## config.mk

```make
export PLATFORM = sky130hd
export DESIGN_NAME = id_ex_stage_flat
export DESIGN_NICKNAME = d
export VERILOG_FILES = /design/src/rtl/id_ex_stage_if.sv /design/src/rtl/id_ex_stage.sv /design/src/flat_wrapper.sv
export SDC_FILE = /design/constraint.sdc
export NUM_CORES = 1
export LEC_CHECK = 0
export ABC_CLOCK_PERIOD_IN_PS = 1900
export CAP_MARGIN = 20
export CORE_MARGIN = 3
export CORE_UTILIZATION = 34
export CTS_BUF_LIST = sky130_fd_sc_hd__clkbuf_16
export CTS_CLUSTER_DIAMETER = 60
export DETAILED_ROUTE_END_ITERATION = 16
export PLACE_DENSITY = 0.77
export SYNTH_ARGS = -nofsm -noshare
export SYNTH_HDL_FRONTEND = slang
export SYNTH_SLANG_ARGS = --single-unit
export TNS_END_PERCENT = 1
```

## constraint.sdc

```tcl
create_clock -name clk -period 1.9 [get_ports clk]
set_clock_uncertainty 0.15 [all_clocks]
set_input_delay 0.38 -clock clk [delete_from_list [all_inputs] [get_ports clk]]
set_output_delay 0.38 -clock clk [all_outputs]
set_load 0.005 [all_outputs]
```

## src/rtl/id_ex_stage_if.sv

```systemverilog
// ID/EX pipeline boundary signals: decode-side inputs, EX-side registered outputs,
// and the Stall back-pressure line driven by the stage.
interface id_ex_stage_if;
  // Protocol: the stage never blocks on the ID side. It captures every cycle
  // unless Flush or a load-use hazard forces a bubble. Stall=1 tells upstream
  // to hold PC and IF/ID for that cycle. Flush always wins over Stall.
  logic [14:0] ID_Ctrl;
  logic [31:0] ID_ReadData1;
  logic [31:0] ID_ReadData2;
  logic [31:0] ID_Imm;
  logic [31:0] ID_PC4;
  logic [4:0]  ID_Rs;
  logic [4:0]  ID_Rt;
  logic [4:0]  ID_Rd;
  logic        Flush;
  logic [14:0] EX_Ctrl;
  logic [31:0] EX_ReadData1;
  logic [31:0] EX_ReadData2;
  logic [31:0] EX_Imm;
  logic [31:0] EX_PC4;
  logic [4:0]  EX_Rs;
  logic [4:0]  EX_Rt;
  logic [4:0]  EX_Rd;
  logic        EX_Valid;
  logic        Stall;

  modport master (
    output ID_Ctrl, ID_ReadData1, ID_ReadData2, ID_Imm, ID_PC4,
    output ID_Rs, ID_Rt, ID_Rd, Flush,
    input  EX_Ctrl, EX_ReadData1, EX_ReadData2, EX_Imm, EX_PC4,
    input  EX_Rs, EX_Rt, EX_Rd, EX_Valid, Stall
  );

  modport slave (
    input  ID_Ctrl, ID_ReadData1, ID_ReadData2, ID_Imm, ID_PC4,
    input  ID_Rs, ID_Rt, ID_Rd, Flush,
    output EX_Ctrl, EX_ReadData1, EX_ReadData2, EX_Imm, EX_PC4,
    output EX_Rs, EX_Rt, EX_Rd, EX_Valid, Stall
  );
endinterface

```

## src/rtl/id_ex_stage.sv

```systemverilog
// ID/EX pipeline register with load-use hazard detection and flush-to-bubble.
// Optional macro ID_EX_STALL_STATS_EN adds a saturating 16-bit StallCount output.
module id_ex_stage (
  input  logic         clk,
  input  logic         reset,
  id_ex_stage_if.slave bus
`ifdef ID_EX_STALL_STATS_EN
  ,
  output logic [15:0]  StallCount
`endif
);

  logic [14:0] ctrl_q, ctrl_d;
  logic [31:0] rd1_q, rd1_d;
  logic [31:0] rd2_q, rd2_d;
  logic [31:0] imm_q, imm_d;
  logic [31:0] pc4_q, pc4_d;
  logic [4:0]  rs_q, rs_d;
  logic [4:0]  rt_q, rt_d;
  logic [4:0]  rd_q, rd_d;
  logic        valid_q, valid_d;
  logic        hazard;

  // Load in EX writing a real register that decode wants to read.
  always_comb begin
    hazard = valid_q & ctrl_q[9] & (rt_q != 5'd0) &
             ((rt_q == bus.ID_Rs) | (rt_q == bus.ID_Rt));
  end

  assign bus.Stall = hazard & ~bus.Flush;

  always_comb begin
    ctrl_d  = '0;
    rd1_d   = '0;
    rd2_d   = '0;
    imm_d   = '0;
    pc4_d   = '0;
    rs_d    = '0;
    rt_d    = '0;
    rd_d    = '0;
    valid_d = 1'b0;
    if (!bus.Flush && !hazard) begin
      ctrl_d  = bus.ID_Ctrl;
      rd1_d   = bus.ID_ReadData1;
      rd2_d   = bus.ID_ReadData2;
      imm_d   = bus.ID_Imm;
      pc4_d   = bus.ID_PC4;
      rs_d    = bus.ID_Rs;
      rt_d    = bus.ID_Rt;
      rd_d    = bus.ID_Rd;
      valid_d = 1'b1;
    end
  end

  always_ff @(posedge clk) begin
    if (reset) begin
      ctrl_q  <= '0;
      rd1_q   <= '0;
      rd2_q   <= '0;
      imm_q   <= '0;
      pc4_q   <= '0;
      rs_q    <= '0;
      rt_q    <= '0;
      rd_q    <= '0;
      valid_q <= 1'b0;
    end else begin
      ctrl_q  <= ctrl_d;
      rd1_q   <= rd1_d;
      rd2_q   <= rd2_d;
      imm_q   <= imm_d;
      pc4_q   <= pc4_d;
      rs_q    <= rs_d;
      rt_q    <= rt_d;
      rd_q    <= rd_d;
      valid_q <= valid_d;
    end
  end

  assign bus.EX_Ctrl      = ctrl_q;
  assign bus.EX_ReadData1 = rd1_q;
  assign bus.EX_ReadData2 = rd2_q;
  assign bus.EX_Imm       = imm_q;
  assign bus.EX_PC4       = pc4_q;
  assign bus.EX_Rs        = rs_q;
  assign bus.EX_Rt        = rt_q;
  assign bus.EX_Rd        = rd_q;
  assign bus.EX_Valid     = valid_q;

`ifdef ID_EX_STALL_STATS_EN
  logic [15:0] stall_cnt_q, stall_cnt_d;

  always_comb begin
    stall_cnt_d = stall_cnt_q;
    if (bus.Stall && (stall_cnt_q != 16'hFFFF)) begin
      stall_cnt_d = stall_cnt_q + 16'd1;
    end
  end

  always_ff @(posedge clk) begin
    if (reset) begin
      stall_cnt_q <= '0;
    end else begin
      stall_cnt_q <= stall_cnt_d;
    end
  end

  assign StallCount = stall_cnt_q;
`endif

endmodule

```

## src/flat_wrapper.sv

```systemverilog
// flat-port wrapper written by rule: the top's interface ports become plain ports
module id_ex_stage_flat 
  (clk, reset, bus_ID_Ctrl, bus_ID_ReadData1, bus_ID_ReadData2, bus_ID_Imm, bus_ID_PC4, bus_ID_Rs, bus_ID_Rt, bus_ID_Rd, bus_Flush, bus_EX_Ctrl, bus_EX_ReadData1, bus_EX_ReadData2, bus_EX_Imm, bus_EX_PC4, bus_EX_Rs, bus_EX_Rt, bus_EX_Rd, bus_EX_Valid, bus_Stall);
  id_ex_stage_if bus_i ();
  input  logic clk;
  input  logic reset;
  input wire logic [$bits(bus_i.ID_Ctrl)-1:0] bus_ID_Ctrl;
  input wire logic [$bits(bus_i.ID_ReadData1)-1:0] bus_ID_ReadData1;
  input wire logic [$bits(bus_i.ID_ReadData2)-1:0] bus_ID_ReadData2;
  input wire logic [$bits(bus_i.ID_Imm)-1:0] bus_ID_Imm;
  input wire logic [$bits(bus_i.ID_PC4)-1:0] bus_ID_PC4;
  input wire logic [$bits(bus_i.ID_Rs)-1:0] bus_ID_Rs;
  input wire logic [$bits(bus_i.ID_Rt)-1:0] bus_ID_Rt;
  input wire logic [$bits(bus_i.ID_Rd)-1:0] bus_ID_Rd;
  input wire logic [$bits(bus_i.Flush)-1:0] bus_Flush;
  output wire logic [$bits(bus_i.EX_Ctrl)-1:0] bus_EX_Ctrl;
  output wire logic [$bits(bus_i.EX_ReadData1)-1:0] bus_EX_ReadData1;
  output wire logic [$bits(bus_i.EX_ReadData2)-1:0] bus_EX_ReadData2;
  output wire logic [$bits(bus_i.EX_Imm)-1:0] bus_EX_Imm;
  output wire logic [$bits(bus_i.EX_PC4)-1:0] bus_EX_PC4;
  output wire logic [$bits(bus_i.EX_Rs)-1:0] bus_EX_Rs;
  output wire logic [$bits(bus_i.EX_Rt)-1:0] bus_EX_Rt;
  output wire logic [$bits(bus_i.EX_Rd)-1:0] bus_EX_Rd;
  output wire logic [$bits(bus_i.EX_Valid)-1:0] bus_EX_Valid;
  output wire logic [$bits(bus_i.Stall)-1:0] bus_Stall;
  assign bus_i.ID_Ctrl = bus_ID_Ctrl;
  assign bus_i.ID_ReadData1 = bus_ID_ReadData1;
  assign bus_i.ID_ReadData2 = bus_ID_ReadData2;
  assign bus_i.ID_Imm = bus_ID_Imm;
  assign bus_i.ID_PC4 = bus_ID_PC4;
  assign bus_i.ID_Rs = bus_ID_Rs;
  assign bus_i.ID_Rt = bus_ID_Rt;
  assign bus_i.ID_Rd = bus_ID_Rd;
  assign bus_i.Flush = bus_Flush;
  assign bus_EX_Ctrl = bus_i.EX_Ctrl;
  assign bus_EX_ReadData1 = bus_i.EX_ReadData1;
  assign bus_EX_ReadData2 = bus_i.EX_ReadData2;
  assign bus_EX_Imm = bus_i.EX_Imm;
  assign bus_EX_PC4 = bus_i.EX_PC4;
  assign bus_EX_Rs = bus_i.EX_Rs;
  assign bus_EX_Rt = bus_i.EX_Rt;
  assign bus_EX_Rd = bus_i.EX_Rd;
  assign bus_EX_Valid = bus_i.EX_Valid;
  assign bus_Stall = bus_i.Stall;
  id_ex_stage u_core (.clk(clk), .reset(reset), .bus(bus_i));
endmodule
```

==> impl_metrics.yaml, run 1 <==
sta:
  period_share_pct: 120.9
  finalCriticalPeriod_ns: 2.297
  rsz0062_at_grt: "true"
  fin_setup_tns_ns: -2.931
  worst_slew_pin_slew_ns: 0.5674
  slew_violations: 0
  fin_hold_ws_ns: 0.1784
  max_freq_mhz: 435.4
  setup_ws_ns: -0.3968
  relSlewSlack_pct: 62.17
  setup_violations: 86
  hold_viol: 0
worst_setup_path:
  critPathKind: "register to output port"
  cp.arrival_ns: 1.77
  start_kind: "register"
  required_ns: 1.37
  critPathCaptureType: "output port"
  crit_fanout: 3
route:
  drt_iter0_drc: 220
  drc_errors: 0
  totalWireLength_um: 17070
  wl_per_cell_um: 15.67
  antenna_left: 0
  dr.pass1.iters: 5
  vias_per_cell: 4.507
  num_vias: 4908
final_layout:
  drive_above_1_share_pct: 20.52
  register_area_um2: 3197
  multiInputGateArea_um2: 1988
  post-route-util_pct: 62.48
  syn_to_final_growth_pct: 77.44
  fin_nets: 1025
  design_area_um2: 9604
  fill_cells: 1291
run_status:
  status: "complete, but fails checks"
  violations: "setup timing"
yosys:
  synth_top_family_by_area: "compound AO/OA/AOI/OAI gates"
  synth.most_common_cell: "nand2_1"
  synthXorXnorAreaFrac_pct: 1.618
  synth_top_area_share_pct: 58.81
  synth_seq_area_share_pct: 58.81
  synth_ff_type: "dfxtp_1"
  yosys.area_share.simple_pct: 11.63
  avgSynthCellArea_um2: 9.895
  yosys.cell_types.count: 16
  synth_nets: 708
  syn_area_um2: 5413
  synth-compound-area-share_pct: 21.98
  synth_area_leader_cell: "dfxtp_1"
  synth_edf_count: 0
  synthArstFlopShare_pct: 0
  ys_warn_count: 0
  synth-seq-cells: 159
  synthAdderAreaFrac_pct: 0
  ys_top_cells_by_area: "dfxtp_1 59%, a21oi_2 16%, nand2_1 11%, a21oi_1 5.4%, buf_6 2.5%"
  muxShareOfSynthArea_pct: 0
  synth_common_cells: "160 x nand2_1, 159 x dfxtp_1, 100 x a21oi_2, 58 x a21oi_1, 28 x clkbuf_1"
  synthCells: 547
global_routing:
  grt_pass1_vias: 4788
  grt_pass1_wl_um: 26230
  antenna_found_initial: 1
  grt_usage_pct: 19.07
  gr-total-overflow: 0
  grt_max_degree: 88
job:
  cap_violations: 0
clock_tree:
  cts_tree: "done"
  cts.sinks: 159
  htreeDepth: 4
  worstSkewPairLatency_ns: 0.42
  cts_buffers: 17
  cts_root_buffer: "clkbuf_16"
  cts_buffer_depth: 2
  cts.clk_slew.worst_paths_ns: 0.06
place:
  port_buffers: 320
  dp_hpwl_um: 12240
  dpl_cell_area_um2: 8934
  routabilityCongestion: 0.7570
power_and_ir_drop:
  powerDensity_nw_per_um2: 831.2
  power_mw: 7.983
  ir_worst_vdd_uv: 555.0
  p_leak_nw: 3.636
floorplan:
  die_w_um: 132.2
  start_util_pct: 35.21
  num_rows: 45
  coreArea_um2: 15370
  io_pins: 321
  design.die.area_um2: 17470
  dieHeight_um: 132.2
worst_hold_path:
  hp-class: "primary input to register"
[worst max-delay path, stage by stage, from the launching register on]
cell	delay [ns]
dfxtp_4	0.35
or3_4	0.36
o311a_4	0.33
and3b_1	0.18
buf_2	0.13
[cell type report]
| cell class | instances | share of cell area (%) |
|---|---|---|
| Timing Repair Buffer | 350 | 37.06 |
| Multi-Input combinational cell | 336 | 20.70 |
| Clock inverter | 15 | 1.746 |
| Tap cell | 211 | 2.749 |
| Sequential cell | 159 | 33.29 |
| Antenna cell | 1 | 0.02606 |
| Clock buffer | 17 | 4.429 |
[registers in the layout, summed over array words and instances, names as in the netlist]
signal and cells:
u_core.bus.EX_Ctrl 15, u_core.bus.EX_Imm 32, u_core.bus.EX_PC4 32, u_core.bus.EX_Rd 5
u_core.bus.EX_ReadData1 32, u_core.bus.EX_ReadData2 32, u_core.bus.EX_Rs 5, u_core.bus.EX_Rt 5
u_core.bus.EX_Valid 1
[path summary, 6_finish.rpt]
| check | startpoint | end | slack, ns | cells past startpoint |
|---|---|---|---|---|
| max | u_core.bus.EX_Rt[3] | bus_Stall | -0.40 | 4 |
| min | bus_ID_Rs[3] | u_core.bus.EX_Rs[3] | 0.18 | 3 |
| max reg2reg | u_core.bus.EX_Rt[3] | u_core.bus.EX_Imm[10] | -0.06 | 7 |
| min reg2reg | u_core.bus.EX_Valid | u_core.bus.EX_ReadData1[1] | 0.87 | 4 |
[through the flow]
step                cells  worst slack [ns]
finish               1089           -0.3968
global route         1089           -0.4430
CTS                  1088           -0.4665
detailed placement   1055           -0.7382
global placement     1055           -0.7277
floorplan             547          -0.06227
[metal layers]
| metal | wire length, um | up-vias | track usage, % |
|---|---|---|---|
| met5 | 0 | - | 0 |
| met4 | 369 | 0 | 7.621 |
| met3 | 1717 | 19 | 9.084 |
| met2 | 8580 | 222 | 32.47 |
| met1 | 6398 | 2255 | 20.46 |
| li1 | - | 2412 | - |
[repair_timing]
action	4_1_cts	5_1_grt
pin swaps	2	9
buffers inserted	1	0
hold buffers	0	0
endpoints found under the setup margin	147	161
resized for setup	20	11
[where the power goes]
group / leakage, nW / internal [mW] / switching (mW)
logic: 2.03 / 0.663 / 0.386
clock network: 0.292 / 2.06 / 1.37
registers: 1.31 / 3.47 / 0.0400
total: 3.64 / 6.19 / 1.79
[cells by family (layout without fill, tap and decap cells)]
family	count (synthesis)	in the layout
AO/OA/AOI/OAI	161	161
flip-flops	159	159
other	0	1
AND/OR/NAND/NOR	165	165
buffers and inverters	52	382
XOR/XNOR	10	10
[cells in the final DEF, fill, tap and decap left out, types with 4 or more instances in the layout]
| cell type | instances |
|---|---|
| clkdlybuf4s50_1 | 312 |
| nand2_1 | 158 |
| dfxtp_1 | 154 |
| a21oi_2 | 101 |
| a21oi_1 | 57 |
| buf_4 | 20 |
| clkbuf_16 | 17 |
| buf_12 | 9 |
| xnor2_1 | 6 |
| xnor2_2 | 4 |
| clkinv_2 | 4 |
Note: power is estimated with default switching activity, not from simulation.
==> run 2: changes to the inputs <==
CAP_MARGIN = default   (was 20)
TNS_END_PERCENT = 100   (was 1)
==> run 2 against run 1 <==
The flow still finishes with violations (setup timing). Power grew 2.0%. Fmax is essentially flat. Sequential share of layout area shrank 1.9 points. Highest routed layer unchanged.
==> impl_metrics.yaml, run 2 (synthesis gave the netlist of run 1 again) <==
worst_setup_path:
  crit_fanout: 3
  required_ns: 1.37
  critPathKind: "register to output port"
  cp-startpoint: "u_core.bus.EX_Rt[3]"
  r2r_start: "u_core.bus.EX_Rt[3]"
  start_kind: "register"
  cp.arrival_ns: 1.76
  critPathCaptureType: "output port"
clock_tree:
  htreeDepth: 4
  postCtsHoldBufs: 0
  cts_tree: "done"
  worstSkewPairLatency_ns: 0.42
  cts.clk_slew.worst_paths_ns: 0.06
  cts_buffers: 17
  cts_root_buffer: "clkbuf_16"
  cts_buffer_depth: 2
  cts.sinks: 159
power_and_ir_drop:
  p_leak_nw: 3.877
  ir_worst_vdd_uv: 554.6
  power_mw: 8.141
  powerDensity_nw_per_um2: 800.0
global_routing:
  grt_usage_pct: 21.62
  grt_pass1_wl_um: 29020
  gr-total-overflow: 0
  grt_max_degree: 44
  grt_pass1_vias: 5047
  antenna_found_initial: 1
sta:
  setup_ws_ns: -0.3945
  period_share_pct: 120.8
  rsz0062_at_grt: "true"
  relSlewSlack_pct: 83.91
  setup_violations: 104
  hold_viol: 0
  worst_slew_pin_slew_ns: 0.2413
  finalCriticalPeriod_ns: 2.294
  max_freq_mhz: 435.8
  slew_violations: 0
route:
  num_vias: 5124
  vias_per_cell: 4.608
  antenna_left: 0
  dr.pass1.iters: 4
  drt_iter0_drc: 215
  totalWireLength_um: 20330
  drc_errors: 0
  wl_per_cell_um: 18.29
final_layout:
  most-common-layout-cells: "313 x clkdlybuf4s50_1, 159 x nand2_1, 154 x dfxtp_1, 103 x a21oi_2, 55 x a21oi_1"
  fin_nets: 1048
  design_area_um2: 10180
  syn_to_final_growth_pct: 88.00
  drive_above_1_share_pct: 22.11
  layout_commonest_cell: "clkdlybuf4s50_1"
  post-route-util_pct: 66.20
worst_hold_path:
  hold_start: "bus_ID_Ctrl[9]"
  hp-class: "primary input to register"
floorplan:
  start_util_pct: 35.21
  coreArea_um2: 15370
  dieHeight_um: 132.2
  io_pins: 321
  design.die.area_um2: 17470
  die_w_um: 132.2
  num_rows: 45
place:
  dp_hpwl_um: 12240
  dpl_worst_slack_ns: -0.7382
  dpl_cell_area_um2: 8934
  routabilityCongestion: 0.7570
  port_buffers: 320
run_status:
  status: "complete, but fails checks"
  violations: "setup timing"
job:
  cap_violations: 0
[run 2: worst max-delay path, stage by stage, from the launching register on]
cell,delay (ns)
dfxtp_4,0.35
or3_4,0.36
o311a_4,0.33
and3b_1,0.18
buf_2,0.13
[run 2: power by group]
group	switching (mW)	internal (mW)
clock	1.38	2.06
combinational	0.436	0.756
sequential	0.0405	3.47
total	1.86	6.28
[run 2: path summary, 6_finish.rpt]
check | cells past startpoint | slack (ns) | endpoint
hold / removal | 3 | 0.33 | u_core.bus.EX_Ctrl[9]
hold reg to reg | 4 | 0.87 | u_core.bus.EX_PC4[24]
setup reg to reg | 5 | -0.06 | u_core.bus.EX_Imm[15]
setup / recovery | 4 | -0.39 | bus_Stall
[run 2: per-stage QoR]
| stage | hold WS [ns] | cells | TNS (ns) |
|---|---|---|---|
| after floorplan | 0.3387 | 547 | -0.06227 |
| after global placement | 0.7582 | 1055 | -74.68 |
| after detailed placement | 0.7612 | 1055 | -76.73 |
| after CTS | 0.3133 | 1100 | -7.611 |
| after global routing | 0.3166 | 1112 | -12.27 |
| final | 0.3280 | 1112 | -3.745 |
[run 2: repair_timing]
action | 4_1_cts | 5_1_grt
pin swaps | 3 | 3
gates resized for setup | 33 | 13
endpoints found under the setup margin | 147 | 161
buffers inserted | 3 | 2
cloned | 10 | 11
[run 2: layer usage]
layer | share of wire (%) | GRT usage [%] | vias to the layer above | wire [um]
met2 | 51 | 37.97 | 226 | 10440
met4 | 1.9 | 7.852 | 0 | 382
met3 | 9.2 | 9.313 | 20 | 1861
met1 | 38 | 23.19 | 2408 | 7651
met5 | 0 | 0 | - | 0
li1 | - | - | 2470 | -
[run 2: cell type report]
type	count	area, um^2
fill	1227	5195
timing repair buffer	373	4146
sequential	159	3197
multi-input combinational	336	1973
clock buffer	17	425.4
tap	211	264.0
clock inverter	15	167.7
antenna	1	2.502
